<file path="src/rtl/accel_spi_sampler_pkg.sv">
// Shared types and frame constants for the SPI accelerometer sampler.
package accel_pkg;

    typedef logic signed [15:0] sample_t;

    localparam int SPI_RD_BIT = 7;
    localparam int SPI_MB_BIT = 6;
    localparam int FRAME_BITS = 24;
    localparam int CMD_BITS   = 8;

    typedef enum logic [1:0] {
        IDLE,
        CS_SETUP,
        SHIFT,
        CS_HOLD
    } spi_state_t;

    // Read command with auto-increment so lo and hi bytes arrive in one frame.
    function automatic logic [CMD_BITS-1:0] spi_read_cmd(input logic [5:0] addr);
        logic [CMD_BITS-1:0] cmd;
        cmd             = {2'b00, addr};
        cmd[SPI_RD_BIT] = 1'b1;
        cmd[SPI_MB_BIT] = 1'b1;
        return cmd;
    endfunction

endpackage

</file>
<file path="src/rtl/accel_spi_sampler_if.sv">
// SPI bus between the sampler (master) and the accelerometer (slave).
interface accel_spi_sampler_if;
    logic sclk;
    logic cs_n;
    logic mosi;
    logic miso;

    modport master (output sclk, output cs_n, output mosi, input miso);
    modport slave  (input sclk, input cs_n, input mosi, output miso);
endinterface

</file>
<file path="src/rtl/accel_spi_sampler_edge_gen.sv">
// SCLK half-period timing: strobes on the last cycle of each low/high half.
module spi_edge_gen #(
    parameter int CLK_DIV = 4
) (
    input  logic clk,
    input  logic rst,
    input  logic run,
    output logic fall_en,
    output logic rise_en
);
    localparam int DIV_W = $clog2(CLK_DIV);

    logic [DIV_W-1:0] half_cnt;
    logic             high_half;

    assign rise_en = run && (half_cnt == '0) && !high_half;
    assign fall_en = run && (half_cnt == '0) && high_half;

    always_ff @(posedge clk) begin
        if (rst || !run) begin
            half_cnt  <= DIV_W'(CLK_DIV - 1);
            high_half <= 1'b0;
        end else if (half_cnt == '0) begin
            half_cnt  <= DIV_W'(CLK_DIV - 1);
            high_half <= !high_half;
        end else begin
            half_cnt <= half_cnt - 1'b1;
        end
    end

endmodule

</file>
<file path="src/rtl/accel_spi_sampler.sv">
// Periodic SPI mode-3 read of one 16-bit accelerometer axis, presented as a
// signed sample with a one-cycle valid strobe.
//
//   state    | meaning
//   IDLE     | cs_n high, waiting for a sample tick
//   CS_SETUP | cs_n low, CLK_DIV cycles before the first SCLK fall
//   SHIFT    | 24 SCLK periods: 8 command bits out, 16 data bits in
//   CS_HOLD  | sclk high, CLK_DIV cycles before cs_n releases
module accel_spi_sampler
    import accel_pkg::*;
#(
    parameter int         STATE_BITS    = 16,
    parameter int         CLK_DIV       = 4,
    parameter int         SAMPLE_PERIOD = 1000,
    parameter logic [5:0] REG_ADDR      = 6'h36
) (
    input  logic                         clk,
    input  logic                         rst,
    input  logic                         enable,
    accel_spi_sampler_if.master          spi,
    output logic signed [STATE_BITS-1:0] z_out,
    output logic                         z_valid,
    output logic                         busy,
    output logic                         sample_missed
);
    localparam int                  TMR_W = $clog2(SAMPLE_PERIOD);
    localparam int                  DIV_W = $clog2(CLK_DIV);
    localparam logic [CMD_BITS-1:0] CMD   = spi_read_cmd(REG_ADDR);

    logic [TMR_W-1:0]    timer;
    logic                tick;
    spi_state_t          state;
    logic [DIV_W-1:0]    wait_cnt;
    logic [4:0]          bit_cnt;
    logic [CMD_BITS-1:0] tx_sr;
    sample_t             rx_sr;
    logic                shift_run;
    logic                fall_en;
    logic                rise_en;

    assign tick          = enable && (timer == TMR_W'(SAMPLE_PERIOD - 1));
    assign sample_missed = tick && busy;
    assign shift_run     = (state == SHIFT);

    always_ff @(posedge clk) begin
        if (rst || !enable || tick) begin
            timer <= '0;
        end else begin
            timer <= timer + 1'b1;
        end
    end

    spi_edge_gen #(
        .CLK_DIV (CLK_DIV)
    ) u_edge_gen (
        .clk     (clk),
        .rst     (rst),
        .run     (shift_run),
        .fall_en (fall_en),
        .rise_en (rise_en)
    );

    always_ff @(posedge clk) begin
        if (rst) begin
            state    <= IDLE;
            spi.sclk <= 1'b1;
            spi.cs_n <= 1'b1;
            spi.mosi <= 1'b0;
            z_out    <= '0;
            z_valid  <= 1'b0;
            busy     <= 1'b0;
            wait_cnt <= '0;
            bit_cnt  <= '0;
            tx_sr    <= '0;
            rx_sr    <= '0;
        end else begin
            z_valid <= 1'b0;
            case (state)
                IDLE: begin
                    if (tick) begin
                        state    <= CS_SETUP;
                        spi.cs_n <= 1'b0;
                        busy     <= 1'b1;
                        wait_cnt <= DIV_W'(CLK_DIV - 1);
                    end
                end
                CS_SETUP: begin
                    if (wait_cnt == '0) begin
                        // First falling half starts here with the command MSB.
                        state    <= SHIFT;
                        spi.sclk <= 1'b0;
                        spi.mosi <= CMD[CMD_BITS-1];
                        tx_sr    <= CMD << 1;
                        bit_cnt  <= '0;
                    end else begin
                        wait_cnt <= wait_cnt - 1'b1;
                    end
                end
                SHIFT: begin
                    if (rise_en) begin
                        spi.sclk <= 1'b1;
                        if (bit_cnt >= 5'(CMD_BITS)) begin
                            rx_sr <= {rx_sr[14:0], spi.miso};
                        end
                    end else if (fall_en) begin
                        if (bit_cnt == 5'(FRAME_BITS - 1)) begin
                            state    <= CS_HOLD;
                            wait_cnt <= DIV_W'(CLK_DIV - 1);
                        end else begin
                            spi.sclk <= 1'b0;
                            spi.mosi <= tx_sr[CMD_BITS-1];
                            tx_sr    <= tx_sr << 1;
                            bit_cnt  <= bit_cnt + 1'b1;
                        end
                    end
                end
                CS_HOLD: begin
                    if (wait_cnt == '0) begin
                        // Low byte arrived first, so it sits in the upper half of rx_sr.
                        state    <= IDLE;
                        spi.cs_n <= 1'b1;
                        busy     <= 1'b0;
                        z_valid  <= 1'b1;
                        z_out    <= {rx_sr[7:0], rx_sr[15:8]};
                    end else begin
                        wait_cnt <= wait_cnt - 1'b1;
                    end
                end
                default: state <= IDLE;
            endcase
        end
    end

endmodule
</file>
<file path="src/flat_wrapper.sv">
// flat-port wrapper written by rule: the top's interface ports become plain ports
module accel_spi_sampler_flat import accel_pkg::*;
#(
    parameter int         STATE_BITS    = 16,
    parameter int         CLK_DIV       = 4,
    parameter int         SAMPLE_PERIOD = 1000,
    parameter logic [5:0] REG_ADDR      = 6'h36
)
  (clk, rst, enable, z_out, z_valid, busy, sample_missed, spi_sclk, spi_cs_n, spi_mosi, spi_miso);
  accel_spi_sampler_if spi_i ();
  input  logic clk;
  input  logic rst;
  input  logic enable;
  output logic signed [STATE_BITS-1:0] z_out;
  output logic z_valid;
  output logic busy;
  output logic sample_missed;
  output wire logic [$bits(spi_i.sclk)-1:0] spi_sclk;
  output wire logic [$bits(spi_i.cs_n)-1:0] spi_cs_n;
  output wire logic [$bits(spi_i.mosi)-1:0] spi_mosi;
  input wire logic [$bits(spi_i.miso)-1:0] spi_miso;
  assign spi_sclk = spi_i.sclk;
  assign spi_cs_n = spi_i.cs_n;
  assign spi_mosi = spi_i.mosi;
  assign spi_i.miso = spi_miso;
  accel_spi_sampler #(.STATE_BITS(STATE_BITS), .CLK_DIV(CLK_DIV), .SAMPLE_PERIOD(SAMPLE_PERIOD), .REG_ADDR(REG_ADDR)) u_core (.clk(clk), .rst(rst), .enable(enable), .spi(spi_i), .z_out(z_out), .z_valid(z_valid), .busy(busy), .sample_missed(sample_missed));
endmodule
</file>
<file path="config.mk">
export PLATFORM = sky130hd
export DESIGN_NAME = accel_spi_sampler_flat
export DESIGN_NICKNAME = d
export VERILOG_FILES = /design/src/rtl/accel_spi_sampler_pkg.sv /design/src/rtl/accel_spi_sampler_if.sv /design/src/rtl/accel_spi_sampler_edge_gen.sv /design/src/rtl/accel_spi_sampler.sv /design/src/flat_wrapper.sv
export SDC_FILE = /design/constraint.sdc
export NUM_CORES = 1
export LEC_CHECK = 0
export ABC_AREA = 1
export CAP_MARGIN = 40
export CORE_MARGIN = 1.5
export CORE_UTILIZATION = 30
export CTS_CLUSTER_SIZE = 10
export DETAILED_ROUTE_END_ITERATION = 8
export GPL_ROUTABILITY_DRIVEN = 0
export PLACE_DENSITY_LB_ADDON = 0.3
export SLEW_MARGIN = 20
export SYNTH_ARGS = -nofsm -noshare
export SYNTH_HDL_FRONTEND = slang
export SYNTH_HIERARCHICAL = 1
export SYNTH_SLANG_ARGS = --single-unit
</file>
<file path="constraint.sdc">
create_clock -name clk -period 1.7 [get_ports clk]
set_clock_uncertainty 0.1 [all_clocks]
set_input_delay 0.255 -clock clk [delete_from_list [all_inputs] [get_ports clk]]
set_output_delay 0.255 -clock clk [all_outputs]
set_load 0.01 [all_outputs]
</file>
Yosys cells after proc, flatten, opt, wreduce, memory -nomap -nowiden
Cells that the tools add are included. Widths: inputs -> output; s select.

Equality and inequality tests: 15. Magnitude comparators: 1. Divide/modulo/power cells: 0. $mul: 0. Reductions and logical operators: 26. Add/sub/neg operators: 4. Bitwise operators: 1. Shifts and indexed selects: 0. Muxes and demuxes: 35.

Operators with widths (number): $mux 8 (4); $mux 5 (4); $mux 2 (8); $pmux 8 s2 (1); $mux 1 (11); $add 10x1->10 const B (1); $eq 10x10->1 const B (1); $ne 2x1->1 const B (5); $pmux 5 s2 (1); $reduce_and 5->1 (2); $pmux 1 s2 (4); $pmux 2 s4 (1); $logic_not 2->1 (3); $ne 2x2->1 const B (3); $pmux 2 s3 (1); $reduce_and 3->1 (2); $reduce_and 6->1 (1); $reduce_or 2->1 (3); $add 5x1->5 const B (1); $eq 5x5->1 const B (1); $ge 5x4->1 const B (1); $logic_and 1x1->1 (5); $eq 2x2->1 const B (2); $reduce_and 4->1 (1); 9 further kinds (15).

Bits in latches: 0. Memory bits (read-only): 0. RAM bits: 0. Memories kept: 0. Output and inout port bits: 22. Register bits: 67. Input port bits: 4.

Depth between registers and ports, before layout
Depth after elaboration: 6. Gate-level depth with buffers: 12.

Cells and area by module
The synthesis kept the hierarchy.

Modules (own cells, without submodules): accel_spi_sampler (sequential area each 1241.2 µm², area each 2618.8 µm², instances 1, cells an instance 357); spi_edge_gen (sequential area each 60.1 µm², area each 132.6 µm², instances 1, cells an instance 19).

Least setup slack after synthesis
Ideal clock, no wire load.

Kind: register to register. Start: reg u_core.state[0]. End: reg u_core.tx_sr[3]. Clock period less this slack: 1.771 ns. Buffers on the path: 0. Data required time: 1.484 ns. Slack: -0.071 ns. Arrival time: 1.556 ns. Stages on the path, launching flop included: 12. Cells stage by stage: dfxtp_1 inv_1 ha_1 inv_1 nor2_1 inv_1 nand2_1 nand2_2 nor2_4 nand2_1 o21ai_0 nor2_1.

Cells in the longest elaborated chain, start to end: 5. Elaborated cells between the ends (all ways): 12. Those cells by class: 6 x eq/ne; 1 x mux; 5 x reduce/logical.

RTL lines: start: declaration (RTL line accel_spi_sampler.sv:32) `spi_state_t state;`; start signal: assignment (RTL line accel_spi_sampler.sv:65) `state <= IDLE;`; start signal: assignment (RTL line accel_spi_sampler.sv:81) `state <= CS_SETUP;`; start signal: assignment (RTL line accel_spi_sampler.sv:90) `state <= SHIFT;`; $eq 2x2->1 (RTL line accel_spi_sampler.sv:43) `assign shift_run = (state == SHIFT);`; via u_core.shift_run (RTL line accel_spi_sampler.sv:37) `logic shift_run;`; $logic_and 1x1->1 (2 in series) (RTL line accel_spi_sampler_edge_gen.sv:17) `assign fall_en = run && (half_cnt == '0) && high_half;`; via u_core.fall_en (RTL line accel_spi_sampler.sv:38) `logic fall_en;`; $ne 2x1->1 (no source line); $reduce_and 5->1 (no source line); end signal: assignment (RTL line accel_spi_sampler.sv:93) `tx_sr <= CMD << 1;`; end signal: assignment (RTL line accel_spi_sampler.sv:112) `tx_sr <= tx_sr << 1;`; end: declaration (RTL line accel_spi_sampler.sv:35) `logic [CMD_BITS-1:0] tx_sr;`.

The timed path passes the listed nets, and every way through them passes these cells. A chain may end at the register's enable or synchronous reset.

Worst setup path after layout
Start: reg u_core.u_edge_gen.half_cnt[1]. End: reg u_core.bit_cnt[1].

Cells in the longest elaborated chain, start to end: 5. Elaborated cells between the ends (all ways): 7. Those cells by class: 2 x eq/ne; 5 x reduce/logical.

RTL lines: start: declaration (RTL line accel_spi_sampler_edge_gen.sv:13) `logic [DIV_W-1:0] half_cnt;`; start signal: assignment (RTL line accel_spi_sampler_edge_gen.sv:21) `half_cnt <= DIV_W'(CLK_DIV - 1);`; start signal: assignment (RTL line accel_spi_sampler_edge_gen.sv:24) `half_cnt <= DIV_W'(CLK_DIV - 1);`; start signal: assignment (RTL line accel_spi_sampler_edge_gen.sv:27) `half_cnt <= half_cnt - 1'b1;`; $logic_not 2->1 (RTL line accel_spi_sampler_edge_gen.sv:17); $logic_and 1x1->1 (2 in series) (RTL line accel_spi_sampler_edge_gen.sv:17); via u_core.fall_en (RTL line accel_spi_sampler.sv:38); $ne 2x1->1 (no source line); $reduce_and 5->1 (no source line); end signal: assignment (RTL line accel_spi_sampler.sv:113) `bit_cnt <= bit_cnt + 1'b1;`; end: declaration (RTL line accel_spi_sampler.sv:34) `logic [4:0] bit_cnt;`.

The timed path passes the listed nets, and every way through them passes these cells.

==> metrics.md <==
| Metric | Value |
|---|---|
| PwrDens | `884 nW/um^2` |
| Count of buffering cells on the critical path with inverters included | `3` |
| Placed standard-cell area | `3350 um^2` |
| Full die area | `9750 um^2` |
| Transition time of the tightest slew-check pin | `0.266 ns` |
| Number of top-level pins | `26` |
| DRC errors left | `2` |
| Class of the tightest hold or removal check | `reg -> reg` |
| Post-synthesis cell count | `376` |
| Sum of overflow across all layers after global routing | `0` |
| Number of violations of the max-capacitance limit | `0` |
| Worst slew margin | `82.2%` |
| NumNets Final | `450` |
| Result of the run | `complete, but fails checks` |
| Drt via density | `4.44` |
| First-pass GRT wire length | `9.99 mm` |
| Antenna violations before repair | `0` |
| Vert. Die Dim | `98.8 um` |
| RSZ-0062 raised after global routing | `yes` |
| Max Slew Vio Count | `0` |
| CTS max path bufs | `2` |
| Core Box Area | `8810 um^2` |
| Maximum vdd drop | `0.573 mV` |
| Dominant delay contributor by cell family on the critical path | `simple AND/OR/NAND/NOR gates` |
| Die outline width | `98.8 um` |
| Mean area per synthesized cell | `7.32 um^2` |
| Critical path origin | `u_core/u_edge_gen/half_cnt[1]` |
| Number of clock sinks | `65` |
| Number of vias after detailed routing | `2439` |
| Area growth, synth to finish | `37.6%` |
| Largest net degree at the start of global routing | `33` |
| Cell chain of the critical path | `inv_2, ha_4, nand2_4, nor2_4, inv_2, nand2_2, nand2_2, nor2_4, buf_4, nand3_1, a21oi_2` |
| Slowest cell on the critical path | `sky130_fd_sc_hd__dfxtp_2` |
| #FFs+latches synth | `65` |
| Share of cells above drive strength 1 | `22.7%` |
| Buffers on Ports | `25` |
| Synthesized net count | `390` |
| Utilization after layout | `43.0%` |
| Leakage power | `1.50 nW` |
| Hold buffer count at cts | `0` |
| Top achievable clock speed | `0.598 GHz` |
| Startpoint types | `flop` |
| Number of clock buffers inserted by TritonCTS | `9` |
| Overall global routing resource usage | `12.8%` |
| Slowest stage delay, CP | `0.32 ns` |
| Number of placement rows | `34` |
| CTS tree | `yes` |
| Final antenna diode count | `0` |
| Root cell of the clock tree | `sky130_fd_sc_hd__clkbuf_8` |
| Critical path required time | `1.88 ns` |
| Post-synth design cell area | `2750 um^2` |
| Launch point of the worst reg-to-reg path | `u_core/u_edge_gen/half_cnt[1]` |
| Post-synthesis cell type count | `26` |
| Starting density of the core | `31.2%` |
| Detailed Routing Iterations Pass 1 | `7` |
| Final wirelength | `5.83 mm` |
| Worst Path Class, Setup | `reg -> reg` |
| Register clock-pin slew on the reported worst setup and hold paths | `0.07 ns` |
| Critical path peak fanout | `6` |
| Number of global-route vias before repair | `2256` |
| Number of design-rule violations left by the first detailed-router iteration | `113` |
| Synth Warn # | `6` |
| Routed WL per cell | `10.6 um` |
| Final setup violation count | `0` |
| Final standard cell area without fillers | `3780 um^2` |
| Share of the clock period used by the worst path after layout | `98.3%` |
| Clock latency of the later-clocked register in the worst-skew pair | `0.35 ns` |
| Sequential-to-total area share from yosys stat | `47.3%` |
| Launch point of the worst hold path | `u_core/u_edge_gen/half_cnt[0]` |
| H-Tree Level Count | `3` |
| Crit path capture type | `flop` |
| Violated checks | `DRC` |
| Number of routed nets with antenna violations | `0` |
| Critical path arrival | `1.85 ns` |
| Crit path time final | `1.67 ns` |
| Hold Vio Cnt, Final | `0` |
| Final HPWL DP | `3.93 mm` |
[cell type report]
type,instances,area [um^2]
clock inverters,7,143
multi-input cells,265,1410
flip-flops and latches,65,1310
inverters,38,150
well taps,108,135
repair buffers,57,514
clock buffers,9,124
fillers,862,5020
[state kept, by name, summed over array words and instances, names as in the netlist]
register / cells
u_core/rx_sr: 16
u_core/z_out: 16
u_core/timer: 10
u_core/tx_sr: 6
u_core/bit_cnt: 5
u_core/state: 2
u_core/u_edge_gen/half_cnt: 2
u_core/wait_cnt: 2
u_core/busy: 1
u_core/spi.cs_n: 1
u_core/spi.mosi: 1
u_core/spi.sclk: 1
u_core/u_edge_gen/high_half: 1
u_core/z_valid: 1
[synth_stat cells]
library cell | count | area share (%)
sky130_fd_sc_hd__nand4_1 | 2 | 0.45
sky130_fd_sc_hd__xnor2_1 | 1 | 0.32
sky130_fd_sc_hd__ha_1 | 10 | 4.5
sky130_fd_sc_hd__o21ai_0 | 42 | 7.6
sky130_fd_sc_hd__clkbuf_1 | 6 | 0.82
sky130_fd_sc_hd__nor3b_1 | 2 | 0.55
sky130_fd_sc_hd__nand3_2 | 2 | 0.73
sky130_fd_sc_hd__nand2_1 | 52 | 7.1
sky130_fd_sc_hd__inv_1 | 32 | 4.4
sky130_fd_sc_hd__a21oi_1 | 16 | 2.9
sky130_fd_sc_hd__buf_4 | 2 | 0.55
sky130_fd_sc_hd__nand3_1 | 17 | 3.1
sky130_fd_sc_hd__nand2_2 | 2 | 0.45
sky130_fd_sc_hd__nor2_2 | 3 | 0.68
sky130_fd_sc_hd__dfxtp_1 | 65 | 47
sky130_fd_sc_hd__o21ai_2 | 1 | 0.32
sky130_fd_sc_hd__nand3b_1 | 1 | 0.27
sky130_fd_sc_hd__nor3_2 | 2 | 0.73
sky130_fd_sc_hd__nor3_1 | 1 | 0.18
sky130_fd_sc_hd__nand2_4 | 2 | 0.82
sky130_fd_sc_hd__nor2_4 | 1 | 0.41
sky130_fd_sc_hd__inv_2 | 3 | 0.41
sky130_fd_sc_hd__o21ai_1 | 3 | 0.55
sky130_fd_sc_hd__clkinv_1 | 2 | 0.27
sky130_fd_sc_hd__inv_4 | 1 | 0.23
sky130_fd_sc_hd__nor2_1 | 105 | 14
[cell families after synthesis]
family	count (synthesis)	synth area share, %
AND/OR/NAND/NOR	192	29.8
AO/OA/AOI/OAI	62	11.4
buffers and inverters	46	6.64
flip-flops	65	47.3
XOR/XNOR	1	0.318
adder cells (fa/ha/maj)	10	4.55
[report_power, final]
group	switching [W]	internal [W]	leakage [nW]
Combinational	0.0000455	0.0000354	0.838
Clock	0.000616	0.00112	0.133
Sequential	0.00000217	0.00152	0.525
Total	0.000664	0.00268	1.50
[per-layer routing]
metal	wire length, um	part of all wire, %	global-route usage [%]	vias to the layer above
li1	-	-	-	1319
met1	2860	49	15.6	1081
met2	2670	46	20.8	31
met3	229	3.9	4.26	8
met4	65	1.1	5.60	0
met5	0	0	0	-
[final timing paths]
check	endpoint	slack, ns	depth (start not counted)
max reg2reg	u_core/bit_cnt[1]	0.03	11
min	u_core/u_edge_gen/half_cnt[0]	0.30	1
min reg2reg	u_core/u_edge_gen/half_cnt[0]	0.30	1
max	u_core/bit_cnt[1]	0.03	11
[timing repair]
item / in CTS / in global routing
resized for setup: 14 / 44
endpoints found under the hold margin: 0 / 0
pin swaps: 2 / 15
buffers inserted: 0 / 3
endpoints found under the setup margin: 11 / 33
[metrics by stage]
| stage | hold WS [ns] | TNS (ns) | cells | setup WS [ns] | power [W] |
|---|---|---|---|---|---|
| global route | 0.324 | -0.565 | 549 | -0.0654 | 0.00347 |
| detailed placement | 0.279 | -0.557 | 530 | -0.322 | 0.00164 |
| floorplan | 0.224 | 0 | 376 | 0.0336 | 0.00160 |
| global placement | 0.273 | -0.406 | 530 | -0.258 | 0.00164 |
| finish | 0.304 | 0 | 549 | 0.0288 | 0.00335 |
| CTS | 0.297 | -0.0266 | 546 | -0.0266 | 0.00339 |
[layout by cell type, fill, tap and decap left out, types with 9 or more instances in the layout]
master,instances
sky130_fd_sc_hd__a21oi_1,14
sky130_fd_sc_hd__buf_4,29
sky130_fd_sc_hd__clkbuf_8,9
sky130_fd_sc_hd__clkdlybuf4s50_1,24
sky130_fd_sc_hd__dfxtp_1,60
sky130_fd_sc_hd__inv_1,27
sky130_fd_sc_hd__nand2_1,46
sky130_fd_sc_hd__nand3_1,16
sky130_fd_sc_hd__nor2_1,98
sky130_fd_sc_hd__o21ai_0,35
Note: power is estimated with default switching activity, not from simulation.
